<file path="config.mk">
export PLATFORM = sky130hd
export DESIGN_NAME = mul_acc_stage_flat
export DESIGN_NICKNAME = d
export VERILOG_FILES = /design/src/rtl/mul_acc_pkg.sv /design/src/rtl/mul_acc_if.sv /design/src/rtl/mul_acc_sat_adder.sv /design/src/rtl/mul_acc_stage.sv /design/src/flat_wrapper.sv
export SDC_FILE = /design/constraint.sdc
export NUM_CORES = 1
export LEC_CHECK = 0
export BUFFER_PORTS_ARGS = -buffer_cell sky130_fd_sc_hd__buf_2
export CAP_MARGIN = 20
export CORE_AREA = 2 2 102 104
export DETAILED_ROUTE_END_ITERATION = 12
export DIE_AREA = 0 0 104 106
export HOLD_SLACK_MARGIN = 0.02
export MAX_ROUTING_LAYER = met4
export PLACE_DENSITY = 0.47
export SETUP_SLACK_MARGIN = 0.2
export SLEW_MARGIN = 20
export SYNTH_ARGS = -nofsm -noshare
export SYNTH_HDL_FRONTEND = slang
export SYNTH_SLANG_ARGS = --single-unit
</file>
<file path="constraint.sdc">
create_clock -name clk -period 2.48 [get_ports clk]
set_clock_uncertainty 0.15 [all_clocks]
set_input_delay 0.372 -clock clk [delete_from_list [all_inputs] [get_ports clk]]
set_output_delay 0.372 -clock clk [all_outputs]
set_load 0.005 [all_outputs]
</file>
<file path="src/rtl/mul_acc_pkg.sv">
// Shared types and constants for the multiply-accumulate result stage.
package mul_acc_pkg;

    localparam int PROD_W_DEF = 8;
    localparam int ACC_W_DEF  = 16;
    localparam int CNT_W_DEF  = 8;

    typedef enum logic [1:0] {
        IDLE  = 2'd0,
        ACCUM = 2'd1,
        DRAIN = 2'd2
    } state_t;

    localparam logic [ACC_W_DEF-1:0] ACC_MAX = '1;
    localparam logic [CNT_W_DEF-1:0] CNT_MAX = '1;

    // Returns {ovf, sum} for the default widths; sum clamps to ACC_MAX on carry.
    function automatic logic [ACC_W_DEF:0] sat_add(input logic [ACC_W_DEF-1:0]  acc,
                                                   input logic [PROD_W_DEF-1:0] add);
        logic [ACC_W_DEF:0] wide;
        wide = {1'b0, acc} + {{(ACC_W_DEF + 1 - PROD_W_DEF){1'b0}}, add};
        return wide[ACC_W_DEF] ? {1'b1, ACC_MAX} : wide;
    endfunction

endpackage

</file>
<file path="src/rtl/mul_acc_if.sv">
// Product stream in, frame result out; master drives beats and out_ready.
interface mul_acc_if
    import mul_acc_pkg::*;
#(
    parameter int PROD_W = PROD_W_DEF,
    parameter int ACC_W  = ACC_W_DEF,
    parameter int CNT_W  = CNT_W_DEF
) ();

    logic              in_valid;
    logic              in_ready;
    logic [PROD_W-1:0] in_data;
    logic              in_last;
    logic              out_valid;
    logic              out_ready;
    logic [ACC_W-1:0]  out_data;
    logic [CNT_W-1:0]  out_count;
    logic              out_ovf;

    modport master (
        output in_valid, in_data, in_last, out_ready,
        input  in_ready, out_valid, out_data, out_count, out_ovf
    );

    modport slave (
        input  in_valid, in_data, in_last, out_ready,
        output in_ready, out_valid, out_data, out_count, out_ovf
    );

endinterface

</file>
<file path="src/rtl/mul_acc_sat_adder.sv">
// Combinational saturating adder: product into accumulator, carry clamps to all-ones.
module mul_acc_sat_adder #(
    parameter int PROD_W = 8,
    parameter int ACC_W  = 16
) (
    input  logic [ACC_W-1:0]  acc,
    input  logic [PROD_W-1:0] add,
    output logic [ACC_W-1:0]  sum,
    output logic              ovf
);

    localparam int WIDE_W = ACC_W + 1;

    logic [ACC_W:0] wide;

    always_comb begin
        wide = {1'b0, acc} + WIDE_W'(add);
        ovf  = wide[ACC_W];
        sum  = ovf ? '1 : wide[ACC_W-1:0];
    end

endmodule

</file>
<file path="src/rtl/mul_acc_stage.sv">
// Frames a product stream into a saturating sum, beat count and overflow flag,
// holding each result on a valid/ready output until accepted.
module mul_acc_stage
    import mul_acc_pkg::*;
#(
    parameter int PROD_W = PROD_W_DEF,
    parameter int ACC_W  = ACC_W_DEF,
    parameter int CNT_W  = CNT_W_DEF
) (
    input  logic     clk,
    input  logic     rst,
    input  logic     clr,
    mul_acc_if.slave bus
);

    localparam logic [CNT_W-1:0] CNT_SAT = '1;

    state_t           state, state_n;
    logic [ACC_W-1:0] acc, add_sum, f_acc;
    logic [CNT_W-1:0] cnt, f_cnt;
    logic             ovf, add_ovf, f_ovf;
    logic             beat, abort;
    logic [ACC_W-1:0] res_data;
    logic [CNT_W-1:0] res_count;
    logic             res_ovf;

    mul_acc_sat_adder #(
        .PROD_W (PROD_W),
        .ACC_W  (ACC_W)
    ) u_adder (
        .acc (acc),
        .add (bus.in_data),
        .sum (add_sum),
        .ovf (add_ovf)
    );

    always_ff @(posedge clk or posedge rst) begin
        if (rst) state <= IDLE;
        else     state <= state_n;
    end

    always_comb begin
        state_n       = state;
        bus.in_ready  = (state != DRAIN);
        bus.out_valid = (state == DRAIN);
        abort         = clr && (state != DRAIN);
        // A beat offered alongside clr is consumed but never accumulated.
        beat          = bus.in_valid && bus.in_ready && !clr;
        case (state)
            IDLE, ACCUM: begin
                if (abort)     state_n = IDLE;
                else if (beat) state_n = bus.in_last ? DRAIN : ACCUM;
            end
            DRAIN:   if (bus.out_ready) state_n = IDLE;
            default: state_n = IDLE;
        endcase
    end

    always_comb begin
        if (state == IDLE) begin
            f_acc = ACC_W'(bus.in_data);
            f_cnt = CNT_W'(1);
            f_ovf = 1'b0;
        end else begin
            f_acc = add_sum;
            f_cnt = (cnt == CNT_SAT) ? cnt : cnt + 1'b1;
            f_ovf = ovf | add_ovf;
        end
    end

    always_ff @(posedge clk or posedge rst) begin
        if (rst) begin
            acc       <= '0;
            cnt       <= '0;
            ovf       <= 1'b0;
            res_data  <= '0;
            res_count <= '0;
            res_ovf   <= 1'b0;
        end else if (abort) begin
            acc <= '0;
            cnt <= '0;
            ovf <= 1'b0;
        end else if (beat) begin
            acc <= f_acc;
            cnt <= f_cnt;
            ovf <= f_ovf;
            if (bus.in_last) begin
                res_data  <= f_acc;
                res_count <= f_cnt;
                res_ovf   <= f_ovf;
            end
        end
    end

    assign bus.out_data  = res_data;
    assign bus.out_count = res_count;
    assign bus.out_ovf   = res_ovf;

endmodule
</file>
<file path="src/flat_wrapper.sv">
// flat-port wrapper written by rule: the top's interface ports become plain ports
module mul_acc_stage_flat import mul_acc_pkg::*;
#(
    parameter int PROD_W = PROD_W_DEF,
    parameter int ACC_W  = ACC_W_DEF,
    parameter int CNT_W  = CNT_W_DEF
)
  (clk, rst, clr, bus_in_valid, bus_in_data, bus_in_last, bus_out_ready, bus_in_ready, bus_out_valid, bus_out_data, bus_out_count, bus_out_ovf);
  mul_acc_if #(.PROD_W(PROD_W), .ACC_W(ACC_W), .CNT_W(CNT_W)) bus_i ();
  input  logic clk;
  input  logic rst;
  input  logic clr;
  input wire logic [$bits(bus_i.in_valid)-1:0] bus_in_valid;
  input wire logic [$bits(bus_i.in_data)-1:0] bus_in_data;
  input wire logic [$bits(bus_i.in_last)-1:0] bus_in_last;
  input wire logic [$bits(bus_i.out_ready)-1:0] bus_out_ready;
  output wire logic [$bits(bus_i.in_ready)-1:0] bus_in_ready;
  output wire logic [$bits(bus_i.out_valid)-1:0] bus_out_valid;
  output wire logic [$bits(bus_i.out_data)-1:0] bus_out_data;
  output wire logic [$bits(bus_i.out_count)-1:0] bus_out_count;
  output wire logic [$bits(bus_i.out_ovf)-1:0] bus_out_ovf;
  assign bus_i.in_valid = bus_in_valid;
  assign bus_i.in_data = bus_in_data;
  assign bus_i.in_last = bus_in_last;
  assign bus_i.out_ready = bus_out_ready;
  assign bus_in_ready = bus_i.in_ready;
  assign bus_out_valid = bus_i.out_valid;
  assign bus_out_data = bus_i.out_data;
  assign bus_out_count = bus_i.out_count;
  assign bus_out_ovf = bus_i.out_ovf;
  mul_acc_stage #(.PROD_W(PROD_W), .ACC_W(ACC_W), .CNT_W(CNT_W)) u_core (.clk(clk), .rst(rst), .clr(clr), .bus(bus_i));
endmodule
</file>
==> run_results.csv, run 1 <==
group,metric,value,unit
timing,relSlewSlack,0.4151,
die,die_area,11020,um2
die,start_util,0.2902,
pwr,power.leakage,1.520,nW
global_routing,grt_overflow,0,
timing,tns,0,ps
pwr,powerDensity,563.4,nW/um2
die,core_area,10000,um2
detailed_routing,dr.pass1.iters,4,
detailed_routing,drtIter0Drc,128,
synth,syn_area,2902,um2
run_status,status,"finished, final reports clean",
timing,tightest_slew,871.5,ps
setup_path,slowest_stage,"dfrtp_1",
pwr,p_total,2.011,mW
timing,finalSetupViolCount,0,
setup_path,cp_cell_sequence,"ha_2 -> fa_2 -> a211oi_2 -> o211a_1 -> buf_2 -> buf_4 -> nor3_1 -> o22a_1",
global_routing,grt_pass1_wl,12500,um
layout,drive_above_1_share,0.2762,
synth,ys_seq_elements,52,
synth,synth_edf_count,0,
synth,ys.flop_type,"dfrtp_1",
layout,synthToLayoutAreaGrowth,23.03,%
placed_design,gp_congestion,0.8126,
detailed_routing,finalWirelength,7482,um
timing,max_freq,0.4473,GHz
setup_path,critPathCaptureType,"register",
synth,ys_async_sr_fraction,1.000,
die,pin_count,41,
min_path,hold_class,"in2reg",
clock_tree,cts_tree,"yes",
die,die_x,104,um
run,drv_cap,0,
clock_tree,root_buffer,"clkbuf_8",
clock_tree,clock_path_buffers,2,
setup_path,cp_data_required_time,2550,ps
clock_tree,path_clk_slew,110,ps
placed_design,io_buffers,40,
timing,finalHoldViolations,0,
layout,fin_nets,385,
setup_path,crit_path_max_fanout,4,
die,chipHeight,106,um
pwr,peakVddDrop,0.2233,mV
timing,min_period_over_period,0.9014,
global_routing,grt.total_usage,0.1456,
detailed_routing,final_antenna_net_count,0,
timing,drv_slew,0,
detailed_routing,viasPerCell,4.964,
setup_path,arrival,2310,ps
synth,ys_seq_area_frac,0.4485,
detailed_routing,drc_errors,0,
timing,post-route-min-period,2235,ps
die,num_rows,37,
detailed_routing,num_vias,2472,
synth,syn_nets,336,
placed_design,post-dp-hpwl,5335,um
clock_tree,cts_buffers,5,
detailed_routing,wl_per_cell,15.02,um
clock_tree,clock-sinks,52,
setup_path,critPathLaunchType,"register",
clock_tree,clk_latency,330,ps
synth,syn-instance-count,312,
layout,num_antenna_cells,0,
global_routing,antenna_found_initial,0,
global_routing,grt_pass1_vias,2488,
synth,yosys_warnings,0,
setup_path,slowest_delay,400,ps
setup_path,critPathKind,"reg2reg",
global_routing,grt_max_degree,35,
timing,rsz0062_at_grt,"yes",
synth,synth_cell_types,53,
clock_tree,htree_levels,2,
synth,postSynthAreaPerCell,9.300,um2
[cells by family (layout without fill, tap and decap cells)]
kind of cell	after synthesis	count (layout)	synth area share
buffers and inverters	24	74	0.03536
adder cells (fa/ha/maj)	10	10	0.04571
XOR/XNOR	11	11	0.03321
multiplexers	10	10	0.03579
AND/OR/NAND/NOR	89	89	0.1458
flip-flops	52	52	0.4485
AO/OA/AOI/OAI	116	116	0.2557
[metal layers]
metal | share of wire | wire, um | GRT usage
met4 | 0.016 | 118 | 0.05502
met3 | 0.027 | 202 | 0.02452
met5 | 0 | 0 | -
met2 | 0.47 | 3511 | 0.2354
met1 | 0.49 | 3649 | 0.1842
[synth_stat cells, types with 2 or more instances]
| cell type | instances | share of area |
|---|---|---|
| o22ai_1 | 9 | 0.019 |
| a21o_1 | 4 | 0.010 |
| mux2_2 | 3 | 0.012 |
| nor3_1 | 4 | 0.0069 |
| o22a_1 | 2 | 0.0060 |
| buf_2 | 10 | 0.017 |
| a22o_1 | 3 | 0.0091 |
| o21ai_0 | 35 | 0.060 |
| xnor2_1 | 8 | 0.024 |
| or2_2 | 2 | 0.0043 |
| o211ai_1 | 2 | 0.0052 |
| o21a_1 | 2 | 0.0052 |
| o2bb2ai_1 | 5 | 0.015 |
| mux2i_1 | 7 | 0.024 |
| o21ai_1 | 4 | 0.0069 |
| inv_1 | 8 | 0.010 |
| o31ai_1 | 3 | 0.0078 |
| xor2_1 | 3 | 0.0091 |
| clkbuf_1 | 6 | 0.0078 |
| nor2_1 | 19 | 0.025 |
| a21oi_1 | 24 | 0.041 |
| nand4_1 | 2 | 0.0043 |
| nand3_1 | 6 | 0.010 |
| nand2_1 | 40 | 0.052 |
| a31oi_1 | 2 | 0.0043 |
| ha_1 | 9 | 0.039 |
| a211oi_1 | 4 | 0.010 |
| o2111ai_1 | 4 | 0.012 |
| dfrtp_1 | 52 | 0.45 |
| nand2b_1 | 3 | 0.0065 |
| and3_1 | 3 | 0.0065 |
| a21oi_2 | 3 | 0.0091 |
[cells in the final DEF (no fill, tap or decap), types with 4 or more instances in the layout]
cell type / instances
o2111ai_1: 4
o21ai_0: 33
nand2_1: 40
inv_1: 7
mux2i_1: 7
nor2_1: 17
o2bb2ai_1: 5
nor3_1: 4
o22ai_2: 6
xnor2_1: 8
nand3_1: 6
dfrtp_1: 52
o21ai_1: 4
clkbuf_8: 5
buf_2: 41
a21o_1: 4
ha_1: 6
buf_4: 13
a21oi_1: 23
[through the flow]
stage | util | setup WS (ps) | cell area [um2] | cells | hold WS (ps)
4_1_cts | 0.3442 | 162.2 | 3442 | 495 | 87.21
3_5_place_dp | 0.3322 | 33.36 | 3322 | 486 | 267.0
3_3_place_gp | 0.3322 | 55.78 | 3322 | 486 | 262.5
6_report | 0.3570 | 244.6 | 3570 | 498 | 91.90
5_1_grt | 0.3570 | 125.9 | 3570 | 498 | 107.9
2_1_floorplan | - | 212.5 | 2907 | 312 | 303.8
[power breakdown]
group	internal [mW]	switching (mW)	leakage, nW
clock	0.203	0.320	0.0485
combinational	0.229	0.292	0.777
sequential	0.919	0.0471	0.695
total	1.35	0.660	1.52
[sequential cells by signal, summed over array words and instances, names as in the netlist]
signal                count
u_core.acc               16
u_core.bus.out_count      8
u_core.bus.out_data      16
u_core.bus.out_ovf        1
u_core.cnt                8
u_core.ovf                1
u_core.state              2
[path summary, 6_finish.rpt]
path | start | slack [ps] | to | cells after the start
setup / recovery | u_core.acc[0] | 240 | u_core.acc[8] | 8
min in group asynchronous | rst | 440 | u_core.cnt[5] | 3
setup reg to reg | u_core.acc[0] | 240 | u_core.acc[8] | 8
max in group asynchronous | rst | 1190 | u_core.bus.out_data[13] | 4
hold / removal | bus_out_ready | 90 | u_core.state[1] | 2
hold reg to reg | u_core.bus.out_count[2] | 320 | u_core.bus.out_count[2] | 2
[timing repair]
action                     in CTS  in global routing
setup endpoints to repair       7                 33
gates cloned                    0                  1
hold buffers                    1                  0
hold endpoints to repair       18                  0
pin swaps                       0                  5
buffers inserted                0                  2
resized for setup               4                 23
[worst max-delay path: cells and delay by family, from the launching register on]
kind,cells,cell delay [ps]
AOI/OAI and AO/OA,3,690
adders and majority gates,2,540
buffers and inverters,2,310
DFF,1,400
and+or+nand+nor,1,40
[layout make-up]
| cell class | instances | area, um2 |
|---|---|---|
| clock buffers | 5 | 68.82 |
| multi-input cells | 236 | 1622 |
| inverters | 8 | 30.03 |
| fillers | 1054 | 6430 |
| well taps | 136 | 170.2 |
| clock inverters | 3 | 22.52 |
| flip-flops and latches | 52 | 1301 |
| repair buffers | 58 | 355.3 |
Power figures use the tool's default switching activity.
==> run 2: changes to the inputs <==
--- a/config.mk
+++ b/config.mk
@@ -12,9 +12,10 @@
 export DIE_AREA = 0 0 104 106
 export HOLD_SLACK_MARGIN = 0.02
 export MAX_ROUTING_LAYER = met4
-export PLACE_DENSITY = 0.47
+export PLACE_DENSITY = 0.48
 export SETUP_SLACK_MARGIN = 0.2
 export SLEW_MARGIN = 20
 export SYNTH_ARGS = -nofsm -noshare
 export SYNTH_HDL_FRONTEND = slang
+export SYNTH_HIERARCHICAL = 1
 export SYNTH_SLANG_ARGS = --single-unit
==> run_results.csv, run 2 <==
group,metric,value,unit
global_routing,grt_max_degree,24,
setup_path,critPathCaptureType,"register",
die,pin_count,41,
placed_design,placed_area,3358,um2
synth,synth_cell_types,57,
detailed_routing,viasPerCell,5.053,
die,die_x,104,um
setup_path,crit_path_max_fanout,6,
timing,finalSetupViolCount,14,
synth,ys_async_sr_fraction,1.000,
setup_path,arrival,2550,ps
synth,ys_seq_elements,52,
die,die_area,11020,um2
timing,tightest_slew,965.8,ps
detailed_routing,wl_per_cell,15.88,um
placed_design,post-dp-hpwl,5626,um
synth,synth_common_cells,"dfrtp_1 (52), nand2_1 (41), o21ai_0 (29), a21oi_1 (20)",
synth,ys_seq_area_frac,0.4433,
layout,register_area,1301,um2
synth,syn_nets,321,
pwr,power.leakage,1.644,nW
setup_path,cp_data_required_time,2500,ps
timing,min_period_over_period,1.018,
setup_path,cp_cell_sequence,"ha_4 -> fa_2 -> a211o_1 -> a31oi_4 -> o22ai_2 -> nand2b_1 -> buf_6 -> nand2b_1 -> mux2i_1 -> o21ai_1",
die,start_util,0.2935,
min_path,hold_class,"in2reg",
detailed_routing,finalWirelength,7719,um
die,num_rows,37,
synth,yosys_warnings,6,
global_routing,grt.total_usage,0.1503,
synth,synth_edf_count,0,
timing,finalHoldViolations,0,
clock_tree,path_clk_slew,100,ps
layout,fill_cells,1054,
global_routing,grt_overflow,0,
setup_path,critPathKind,"reg2reg",
pwr,peakVddDrop,0.2111,mV
placed_design,pre_cts_slack,-159.2,ps
timing,drv_slew,0,
setup_path,r2r-end,"u_core/acc[1]",
setup_path,critPathBufInv,1,
global_routing,grt_pass1_vias,2459,
synth,yosys.cell_count.top_type,"dfrtp_1",
synth,syn_area,2935,um2
layout,synthToLayoutAreaGrowth,22.17,%
setup_path,crit_start,"u_core/acc[0]",
die,core_area,10000,um2
clock_tree,clock-sinks,52,
layout,final_common_cell,"dfrtp_1",
synth,ys.flop_type,"dfrtp_1",
clock_tree,root_buffer,"clkbuf_8",
detailed_routing,drc_errors,0,
synth,synth_area_leader_cell,"dfrtp_1",
run_status,violations,"negative setup slack",
synth,syn-instance-count,297,
clock_tree,cts_buffers,5,
layout,fin_nets,374,
clock_tree,htree_levels,2,
setup_path,crit_top_cell,"nand2b_1",
global_routing,antenna_found_initial,0,
min_path,hold_path_depth,2,
setup_path,critPathLaunchType,"register",
detailed_routing,drtIter0Drc,123,
layout,final_cell_area,3586,um2
clock_tree,clk_latency,310,ps
synth,postSynthAreaPerCell,9.883,um2
setup_path,crit_end,"u_core/acc[1]",
timing,rsz0062_at_grt,"yes",
setup_path,slowest_delay,420,ps
timing,fin_ws,-44.31,ps
setup_path,slowest_stage,"dfrtp_1",
timing,max_freq,0.3961,GHz
clock_tree,cts_tree,"yes",
synth,ys_top_cells_by_area,"dfrtp_1 (44%), nand2_1 (5.2%), o21ai_0 (4.9%)",
pwr,powerDensity,534.8,nW/um2
clock_tree,clock_path_buffers,2,
detailed_routing,num_vias,2456,
run,drv_cap,0,
layout,drive_above_1_share,0.2971,
global_routing,grt_pass1_wl,12910,um
timing,fin_hold_ws,109.7,ps
setup_path,r2r_cells,10,
setup_path,cp_top_family,"compound AO/OA/AOI/OAI gates",
setup_path,r2r-start,"u_core/acc[0]",
layout,num_antenna_cells,0,
run_status,status,"complete, but fails checks",
setup_path,crit_cells,10,
placed_design,gp_congestion,0.9045,
timing,relSlewSlack,0.3560,
die,chipHeight,106,um
placed_design,io_buffers,40,
setup_path,reg2reg_slack,-40,ps
detailed_routing,final_antenna_net_count,0,
detailed_routing,dr.pass1.iters,4,
synth,synth.top_cell.area_share,0.4433,
layout,mostFrequentLayoutCells,"dfrtp_1 (52), buf_2 (40), nand2_1 (36), o21ai_1 (19), a21oi_1 (18)",
layout,multi_input_area,1647,um2
timing,post-route-min-period,2524,ps
[run 2: cell types whose count changed in the layout (fill, tap and decap cells not counted), moves of 4 or more]
cell / delta
nand2_2: +5
nor2b_1: +4
nand2_1: -4
a22o_1: +5
o21ai_1: +15
nor2_1: -7
inv_1: -4
mux2i_2: +6
xnor2_1: -4
o21ai_0: -22
a21oi_1: -5
buf_4: +4
o22ai_2: -5
a32o_1: +8
[run 2: what timing repair did]
action                                 in CTS  in global routing
setup buffers                               3                  0
pin swaps                                  18                  7
endpoints found under the hold margin      17                  0
gates resized for setup                    13                 15
cloned                                      0                  0
setup endpoints to repair                  34                 34
hold buffers                                1                  0
[run 2: layout make-up]
cell class,instances,area share
inverters,5,0.005234
clock inverters,1,0.001396
repair buffers,61,0.1036
flip-flops and latches,52,0.3629
clock buffers,6,0.02024
well taps,136,0.04745
multi-input cells,225,0.4592
[run 2: worst reg2reg max path: cells and delay by family, from the launching register on]
kind            cells  cell delay [ps]
fa+ha+maj           2              540
compound gates      4              740
simple gates        2              200
buf+inv             1              150
mux                 1              200
flops               1              420
[run 2: metal layers]
| layer | GRT usage | share of wire | up-vias |
|---|---|---|---|
| li1 | - | - | 1204 |
| met3 | 0.02452 | 0.023 | 4 |
| met1 | 0.2118 | 0.52 | 1205 |
| met4 | 0.03475 | 0.0076 | 0 |
| met2 | 0.2279 | 0.45 | 43 |
| met5 | - | 0 | - |
[run 2: through the flow]
stage                       util  setup TNS [ps]  power, mW  std cells
after floorplan                -               0      1.243        297
after global placement    0.3358           -3027      1.397        475
after detailed placement  0.3358           -3752      1.403        475
after CTS                 0.3520          -121.5      1.912        486
after global routing      0.3586           -3442      2.030        486
final                     0.3586          -307.9      1.918        486
[run 2: how the worst min path moves through the flow]
stage	end	slack, ps	startpoint
floorplan	u_core/acc[5]	310	u_core/acc[5]
global placement	u_core/acc[1]	240	rst
detailed placement	u_core/bus.out_data[0]	250	rst
CTS	u_core/state[1]	100	bus_out_ready
global route	u_core/state[0]	120	bus_in_last
finish	u_core/state[0]	110	bus_in_last
[run 2: report_power, final]
| part | internal, mW | leakage, nW | total (mW) | switching [mW] |
|---|---|---|---|---|
| clock | 0.193 | 0.0410 | 0.475 | 0.282 |
| combinational | 0.222 | 0.902 | 0.498 | 0.276 |
| sequential | 0.905 | 0.702 | 0.944 | 0.0385 |
[run 2: logic make-up after synthesis]
kind of cell,Yosys count,synth area share
multiplexers,14,0.05072
AO/OA/AOI/OAI,105,0.2536
AND/OR/NAND/NOR,88,0.1475
XOR/XNOR,8,0.02387
adder cells (fa/ha/maj),10,0.04518
flip-flops,52,0.4433
buffers and inverters,20,0.03580
